[config.mk]
export PLATFORM = sky130hd
export DESIGN_NAME = sirv_plic_icb_arb
export DESIGN_NICKNAME = d
export VERILOG_FILES = /design/src/rtl/sirv_plic_icb_arb.sv
export SDC_FILE = /design/constraint.sdc
export NUM_CORES = 1
export LEC_CHECK = 0
export ABC_AREA = 1
export BUFFER_PORTS_ARGS = -buffer_cell sky130_fd_sc_hd__buf_2
export CORE_AREA = 4 4 117 119
export CTS_CLUSTER_SIZE = 30
export DETAILED_ROUTE_END_ITERATION = 6
export DIE_AREA = 0 0 121 123
export PLACE_DENSITY = 0.52
export SLEW_MARGIN = 20
export SYNTH_ARGS = -nofsm -noshare
export SYNTH_HDL_FRONTEND = slang
export SYNTH_SLANG_ARGS = --single-unit
export TNS_END_PERCENT = 10
[constraint.sdc]
create_clock -name clk -period 1.8 [get_ports clk]
set_input_delay 0.18 -clock clk [delete_from_list [all_inputs] [get_ports clk]]
set_output_delay 0.18 -clock clk [all_outputs]
set_load 0.05 [all_outputs]
[src/rtl/sirv_plic_icb_arb.sv]
// 2:1 ICB arbiter in front of the PLIC slave port: round-robin grant, in-order ID FIFO for response routing.
// Build option: define SIRV_PLIC_ICB_ARB_FIXED_PRIO_EN for fixed priority (m0 wins ties).
module sirv_plic_icb_arb #(
  parameter int AW         = 32,
  parameter int DW         = 32,
  parameter int OUTS_DEPTH = 2
) (
  input  logic          clk,
  input  logic          rst_n,
  input  logic          m0_icb_cmd_valid,
  output logic          m0_icb_cmd_ready,
  input  logic [AW-1:0] m0_icb_cmd_addr,
  input  logic          m0_icb_cmd_read,
  input  logic [DW-1:0] m0_icb_cmd_wdata,
  output logic          m0_icb_rsp_valid,
  input  logic          m0_icb_rsp_ready,
  output logic [DW-1:0] m0_icb_rsp_rdata,
  input  logic          m1_icb_cmd_valid,
  output logic          m1_icb_cmd_ready,
  input  logic [AW-1:0] m1_icb_cmd_addr,
  input  logic          m1_icb_cmd_read,
  input  logic [DW-1:0] m1_icb_cmd_wdata,
  output logic          m1_icb_rsp_valid,
  input  logic          m1_icb_rsp_ready,
  output logic [DW-1:0] m1_icb_rsp_rdata,
  output logic          s_icb_cmd_valid,
  input  logic          s_icb_cmd_ready,
  output logic [AW-1:0] s_icb_cmd_addr,
  output logic          s_icb_cmd_read,
  output logic [DW-1:0] s_icb_cmd_wdata,
  input  logic          s_icb_rsp_valid,
  output logic          s_icb_rsp_ready,
  input  logic [DW-1:0] s_icb_rsp_rdata
);

  // Handshake: a beat transfers on a channel in the cycle where valid and ready
  // are both 1; a master keeps valid and payload stable until that happens.

  localparam int PW = (OUTS_DEPTH > 1) ? $clog2(OUTS_DEPTH) : 1;
  localparam int CW = $clog2(OUTS_DEPTH + 1);

  logic [CW-1:0]         cnt_q, cnt_d;
  logic [PW-1:0]         wptr_q, wptr_d, rptr_q, rptr_d;
  logic [OUTS_DEPTH-1:0] fifo_q, fifo_d;
  logic                  last_gnt_q, last_gnt_d;
  logic                  lock_q, lock_d;
  logic                  lock_id_q, lock_id_d;

  logic       full, empty, gnt, head, cmd_hsk, rsp_hsk;
  logic [1:0] req;

  function automatic logic [PW-1:0] ptr_inc(input logic [PW-1:0] p);
    return (p == PW'(OUTS_DEPTH - 1)) ? '0 : p + 1'b1;
  endfunction

  always_comb begin
    full  = (cnt_q == CW'(OUTS_DEPTH));
    empty = (cnt_q == '0);
    req   = {m1_icb_cmd_valid, m0_icb_cmd_valid} & {2{~full}};

    // A command offered but not yet accepted keeps its grant.
    if (lock_q) begin
      gnt = lock_id_q;
    end else if (req == 2'b11) begin
`ifdef SIRV_PLIC_ICB_ARB_FIXED_PRIO_EN
      gnt = 1'b0;
`else
      gnt = ~last_gnt_q;
`endif
    end else begin
      gnt = req[1];
    end

    s_icb_cmd_valid  = req[gnt];
    s_icb_cmd_addr   = gnt ? m1_icb_cmd_addr  : m0_icb_cmd_addr;
    s_icb_cmd_read   = gnt ? m1_icb_cmd_read  : m0_icb_cmd_read;
    s_icb_cmd_wdata  = gnt ? m1_icb_cmd_wdata : m0_icb_cmd_wdata;
    m0_icb_cmd_ready = s_icb_cmd_valid & s_icb_cmd_ready & ~gnt;
    m1_icb_cmd_ready = s_icb_cmd_valid & s_icb_cmd_ready &  gnt;
    cmd_hsk          = s_icb_cmd_valid & s_icb_cmd_ready;

    head             = fifo_q[rptr_q];
    m0_icb_rsp_valid = s_icb_rsp_valid & ~empty & ~head;
    m1_icb_rsp_valid = s_icb_rsp_valid & ~empty &  head;
    m0_icb_rsp_rdata = s_icb_rsp_rdata;
    m1_icb_rsp_rdata = s_icb_rsp_rdata;
    s_icb_rsp_ready  = ~empty & (head ? m1_icb_rsp_ready : m0_icb_rsp_ready);
    rsp_hsk          = s_icb_rsp_valid & s_icb_rsp_ready;

    fifo_d     = fifo_q;
    wptr_d     = wptr_q;
    rptr_d     = rptr_q;
    last_gnt_d = last_gnt_q;
    if (cmd_hsk) begin
      fifo_d[wptr_q] = gnt;
      wptr_d         = ptr_inc(wptr_q);
      last_gnt_d     = gnt;
    end
    if (rsp_hsk) begin
      rptr_d = ptr_inc(rptr_q);
    end

    unique case ({cmd_hsk, rsp_hsk})
      2'b10:   cnt_d = cnt_q + 1'b1;
      2'b01:   cnt_d = cnt_q - 1'b1;
      default: cnt_d = cnt_q;
    endcase

    lock_id_d = lock_q ? lock_id_q : gnt;
    if (cmd_hsk) begin
      lock_d = 1'b0;
    end else if (s_icb_cmd_valid) begin
      lock_d = 1'b1;
    end else begin
      lock_d = lock_q;
    end
  end

  always_ff @(posedge clk) begin
    if (!rst_n) begin
      cnt_q      <= '0;
      wptr_q     <= '0;
      rptr_q     <= '0;
      fifo_q     <= '0;
      last_gnt_q <= 1'b1;
      lock_q     <= 1'b0;
      lock_id_q  <= 1'b0;
    end else begin
      cnt_q      <= cnt_d;
      wptr_q     <= wptr_d;
      rptr_q     <= rptr_d;
      fifo_q     <= fifo_d;
      last_gnt_q <= last_gnt_d;
      lock_q     <= lock_d;
      lock_id_q  <= lock_id_d;
    end
  end

endmodule
==> impl_metrics.tcl, run 1 <==
set metrics [dict create \
    seq_area_frac_synth_pct 9.86 \
    final-seq-area_um2 181 \
    crit_fanout 8 \
    timing.rr.start "cnt_q[0]$_SDFFE_PN0P_" \
    p_total_uw 3270 \
    min_period_ns 1.80 \
    cts-root-buf "clkbuf_16" \
    vdd_drop_max_v 0.000323 \
    die_w_um 121 \
    dieArea_um2 14900 \
    path_clk_slew_ns 0.04 \
    dp_hpwl_mm 6.54 \
    setup_violations 3 \
    hold_violations 0 \
    drt-initial-drc-count 57 \
    vias 2582 \
    drcViolationCount 0 \
    cts_buffer_depth 2 \
    ant_nets 0 \
    syn_to_final_growth_pct 87.8 \
    path_cells "inv_2 > nand2_4 > nand3_1 > nand2_4 > nand2_8 > inv_16 > clkbuf_16 > nand3_1 > inv_1 > buf_6" \
    clk_latency_ns 0.24 \
    cp.arrival_ns 1.62 \
    drive_gt1_share_pct 50.9 \
    io_buffers 208 \
    relSlewSlack_pct 84.0 \
    synth.avg_cell_area_um2 5.24 \
    ys_seq_elements 9 \
    drt-wirelength-per-cell_um 14.0 \
    syn_area_um2 1830 \
    final_cells 677 \
    synth_warnings 0 \
    status "finished with violations" \
    worstSetupEndpointType "output port" \
    fillerInstances 1396 \
    rrSetupSlack_ns 0.04 \
    finClkSkew_ns 0.00409 \
    grt_pass1_wl_mm 12.1 \
    htreeDepth 1 \
    rsz0062_at_grt "true" \
    max_freq_ghz 0.555 \
    powerDensity_nw_per_um2 951 \
    critPathKind "register to output port" \
    cts-hold-fix-buffers 0 \
    boundaryPins 305 \
    die-height_um 123 \
    ys.flop_type "dfxtp_1" \
    maxCapViolCount 0 \
    reg2regPathDepth 12 \
    groute.usage.overall_pct 10.2 \
    layout_setup_ws_ns -0.00259 \
    hold_class "input pin to register" \
    tightest_slew_ns 0.240 \
    final.setup.tns_ns -0.00557 \
    grt_pass1_vias 2496 \
    routabilityCongestion 0.718 \
    cts_inserted_buffers 3 \
    wl_mm 9.50 \
    rows 41 \
    hold_start "rst_n" \
    grt_overflow_total 0 \
    power.leakage_uw 0.00203 \
    violations "negative setup slack" \
    worst_ep_required_time_ns 1.62 \
    synth-edff-count 0 \
    multi_input_area_um2 1100 \
    grt_max_degree 33 \
    coreArea_um2 12600 \
    fin_crit_sh_pct 100 \
    final_cell_mix "nand2_1 (200), buf_2 (141), buf_6 (62)" \
    cts_tree "yes" \
    diodes 0 \
    crit_family "buffers and inverters" \
    dpl.cell_count 661 \
    path_buf_inv 5 \
    min_to "last_gnt_q$_SDFFE_PN1N_" \
    critPathLaunchType "register" \
    cts.sinks 9 \
    hold-path-cell-count 2 \
    first_pass_iters 4 \
    antenna_found_initial 0 \
    slew_violations 0 \
    initial_core_util_pct 14.5 \
    via_per_inst 3.81 \
    final_nets 677 \
    cpMaxStageDelayCell "dfxtp_2" \
    synthCells 349 \
    synth_cell_types 23 \
    fin_hold_ws_ns 0.202 \
    synth_nets 520 \
    reg2reg_to "cnt_q[1]$_SDFFE_PN0P_" \
    max_stage_delay_ns 0.33 \
    finish.utilization_pct 27.3 \
    final_common_cell "nand2_1" \
    synthArstFlopShare_pct 0 \
]
-- final cells by class --
type | instances | share of cell area (%)
clock buffers | 4 | 2.30
inverters | 12 | 1.79
multi-input cells | 250 | 32.0
flip-flops and latches | 9 | 5.28
well taps | 172 | 6.27
repair buffers | 230 | 52.3
-- metal layers --
layer  wire length, µm  vias up  track usage (%)  share of wire (%)
li1                  -     1302                -                  -
met1              3200     1079             9.54                 34
met2              4840      186             19.8                 51
met3              1330       15             5.12                 14
met4               131        0             2.55                1.4
met5                 0        -                0                  0
-- stage by stage --
step | cell area (µm²) | setup WS, ns
3_3_place_gp | 2640 | 0.0850
6_report | 3430 | -0.00259
2_1_floorplan | 1830 | 0.0116
3_5_place_dp | 2640 | 0.0602
4_1_cts | 3290 | -0.0666
5_1_grt | 3430 | -0.0963
-- worst max-delay path by stage --
stage / from / endpoint / slack [ns] / depth (start not counted)
after CTS: cnt_q[0]$_SDFFE_PN0P_ / s_icb_cmd_wdata[31] / -0.07 / 12
after global placement: cnt_q[0]$_SDFFE_PN0P_ / m1_icb_cmd_ready / 0.08 / 10
after floorplan: rptr_q$_SDFFE_PN0P_ / s_icb_rsp_ready / 0.01 / 5
final: cnt_q[0]$_SDFFE_PN0P_ / m0_icb_cmd_ready / -0.003 / 10
after global routing: cnt_q[0]$_SDFFE_PN0P_ / m0_icb_cmd_ready / -0.1 / 10
after detailed placement: cnt_q[0]$_SDFFE_PN0P_ / s_icb_cmd_wdata[28] / 0.06 / 10
-- synth_stat cells, drive strengths merged (2+ instances only) --
| cell | number | share of area (%) |
|---|---|---|
| nand2 | 215 | 45 |
| buf | 77 | 32 |
| inv | 12 | 2.5 |
| dfxtp | 9 | 9.9 |
| a21oi | 4 | 1.1 |
| nand3 | 8 | 2.5 |
| o21ai | 5 | 1.4 |
| nand3b | 2 | 0.82 |
| nor2 | 10 | 2.6 |
-- sequential cells by signal, indices dropped and copies added (netlist names) --
name        count
last_gnt_q      1
lock_id_q       1
rptr_q          1
lock_q          1
cnt_q           2
wptr_q          1
fifo_q          2
-- where the power goes --
group	switching (µW)	total, µW	internal (µW)
sequential	19.1	244	225
combinational	1650	2620	975
clock	102	398	297
-- cells by family (layout without fill, tap and decap cells) --
kind of cell,after synthesis,after routing,share of synthesized area (%)
XOR/XNOR,1,1,0.479
AO/OA/AOI/OAI,10,10,2.87
flip-flops,9,9,9.86
AND/OR/NAND/NOR,238,238,51.5
adder cells (fa/ha/maj),1,1,0.684
buffers and inverters,90,246,34.6
-- worst reg2reg max path, cell delays in order (launching register included) --
cell and delay, ns:
dfxtp_2 0.33, inv_2 0.05, nand2_4 0.07, nand2_4 0.06, nor2_4 0.11, nand2_4 0.07
buf_4 0.14, nand3_1 0.11, nand3_2 0.13, ha_4 0.24, nor2_1 0.12, and3_1 0.18
nor3_2 0.04
-- repair_timing --
item                                    4_1_cts  5_1_grt
endpoints found under the setup margin       67       70
setup buffers                                 5        2
pin swaps                                     3        7
resized for setup                           132       32
cloned                                        4        4
Power figures use the tool's default switching activity.
==> inputs of run 2 (changes only) <==
--- a/config.mk
+++ b/config.mk
@@ -6,12 +6,12 @@
 export NUM_CORES = 1
 export LEC_CHECK = 0
 export ABC_AREA = 1
+export ABC_CLOCK_PERIOD_IN_PS = 1800
 export BUFFER_PORTS_ARGS = -buffer_cell sky130_fd_sc_hd__buf_2
 export CORE_AREA = 4 4 117 119
 export CTS_CLUSTER_SIZE = 30
 export DETAILED_ROUTE_END_ITERATION = 6
 export DIE_AREA = 0 0 121 123
-export PLACE_DENSITY = 0.52
 export SLEW_MARGIN = 20
 export SYNTH_ARGS = -nofsm -noshare
 export SYNTH_HDL_FRONTEND = slang
==> run 2 against run 1 <==
  * The flow still finishes with violations (negative setup slack)
  * Die area unchanged
  * Final cell count decreased by 0.59%
  * Flip-flop and latch count stayed put
  * Hold slack worse by 0.0017 ns
  * Clock power fell by 2%
  * Fmax down 1.3%
  * Register-to-register slack worse by 0.02 ns
  * Core utilization is 0.13 points higher
  * Setup slack worse by 0.023 ns
  * Cell area is 0.47% higher
  * Non-clock buffer count shrank 4
  * Critical endpoint is now s_icb_cmd_wdata[6]
==> impl_metrics.tcl, run 2 (synthesis results as in run 1) <==
set metrics [dict create \
    critPathKind "register to output port" \
    slew_violations 0 \
    drt-initial-drc-count 80 \
    final_common_cell "nand2_1" \
    io_buffers 208 \
    cts_tree "yes" \
    hold-path-cell-count 2 \
    min_period_ns 1.83 \
    hold_violations 0 \
    boundaryPins 305 \
    rows 41 \
    syn_to_final_growth_pct 88.7 \
    fin_hold_ws_ns 0.200 \
    coreArea_um2 12600 \
    rrSetupSlack_ns 0.02 \
    diodes 0 \
    cts.sinks 9 \
    hold_start "rst_n" \
    preCtsSetupSlack_ns 0.0613 \
    reg2reg_to "cnt_q[1]$_SDFFE_PN0P_" \
    initial_core_util_pct 14.5 \
    die_w_um 121 \
    final_cell_mix "nand2_1 (186), buf_2 (141), buf_6 (59)" \
    drt-wirelength-per-cell_um 12.0 \
    violations "negative setup slack" \
    first_pass_iters 4 \
    final_nets 673 \
    crit_fanout 38 \
    groute.usage.overall_pct 8.66 \
    grt_overflow_total 0 \
    max_freq_ghz 0.548 \
    min_to "last_gnt_q$_SDFFE_PN1N_" \
    worst_ep_required_time_ns 1.62 \
    vdd_drop_max_v 0.000471 \
    wl_mm 8.08 \
    relSlewSlack_pct 83.5 \
    status "finished with violations" \
    cts_buffer_depth 2 \
    routabilityCongestion 0.711 \
    drcViolationCount 0 \
    grt_pass1_vias 2323 \
    grt_pass1_wl_mm 10.7 \
    path_clk_slew_ns 0.04 \
    tightest_slew_ns 0.246 \
    finish.utilization_pct 27.4 \
    powerDensity_nw_per_um2 937 \
    timing.rr.start "cnt_q[0]$_SDFFE_PN0P_" \
    ant_nets 0 \
    grt_max_degree 39 \
    rsz0062_at_grt "true" \
    layout_setup_ws_ns -0.0259 \
    reg2regPathDepth 13 \
    dieArea_um2 14900 \
    clk_latency_ns 0.23 \
    vias 2542 \
    hold_class "input pin to register" \
    via_per_inst 3.78 \
    finClkSkew_ns 0.00200 \
    cts_inserted_buffers 3 \
    drive_gt1_share_pct 54.5 \
    setup_violations 22 \
    critPathLaunchType "register" \
    fin_crit_sh_pct 101 \
    dp_hpwl_mm 5.66 \
    maxCapViolCount 0 \
    power.leakage_uw 0.00201 \
    die-height_um 123 \
    cp.arrival_ns 1.65 \
    htreeDepth 1 \
    antenna_found_initial 0 \
    top_regs "cnt_q x2, fifo_q x2" \
    worstSetupEndpointType "output port" \
    cts-root-buf "clkbuf_16" \
]
run 2: cell types whose count changed in the layout (fill, tap and decap cells not counted), sizes merged:
cell,previous run,this run
buf,227,224
clkbuf,7,5
clkinv,0,1
run 2: through the flow:
stage	setup TNS, ns	instance area, µm²	std cells	power [µW]
floorplan	0	1830	349	2080
global placement	0	2620	658	2210
detailed placement	0	2620	658	2210
CTS	-0.987	3240	668	3090
global route	-7.82	3450	673	3410
finish	-0.242	3450	673	3230
run 2: worst max path at each step:
stage / startpoint / cells after the start / end
after detailed placement: cnt_q[0]$_SDFFE_PN0P_ / 12 / m1_icb_cmd_ready
after floorplan: rptr_q$_SDFFE_PN0P_ / 5 / s_icb_rsp_ready
after global routing: cnt_q[0]$_SDFFE_PN0P_ / 12 / m1_icb_cmd_ready
final: cnt_q[0]$_SDFFE_PN0P_ / 10 / s_icb_cmd_wdata[6]
after global placement: cnt_q[0]$_SDFFE_PN0P_ / 12 / m1_icb_cmd_ready
after CTS: cnt_q[1]$_SDFFE_PN0P_ / 10 / s_icb_cmd_addr[14]
run 2: critical path: stages (launching register included):
cell and delay, ns:
dfxtp_2 0.32, inv_2 0.04, nand2_2 0.07, nand2_2 0.07, nor2_2 0.11, nand2_2 0.11
nand2_8 0.12, buf_12 0.20, nand2_1 0.09, nand2_1 0.10, buf_6 0.16
run 2: per-layer routing:
metal  GRT usage, %  wire, µm  up-vias
met2           15.8      3960      152
met4           2.55       221        0
li1               -         -     1290
met3           3.06       881       30
met5              0         0        -
met1           9.40      3020     1070
run 2: cell type report:
class	count	area, µm²
Inverter	12	55.1
Clock buffer	3	75.1
Tap cell	172	215
Clock inverter	1	5.00
Multi-Input combinational cell	250	1140
Timing Repair Buffer	226	1770
Sequential cell	9	183
Fill cell	1364	9120
run 2: power by group:
| part | internal [µW] | total (µW) | switching, µW |
|---|---|---|---|
| logic | 971 | 2600 | 1630 |
| registers | 225 | 245 | 19.6 |
| clock network | 293 | 389 | 96.8 |
| total | 1490 | 3230 | 1740 |
run 2: what timing repair did:
item                                   4_1_cts  5_1_grt
pin swaps                                    5       28
gates cloned                                 2        2
setup endpoints to repair                   68       71
endpoints found under the hold margin        0        0
resized for setup                          142       41
setup buffers                                4        3
hold buffers                                 0        0
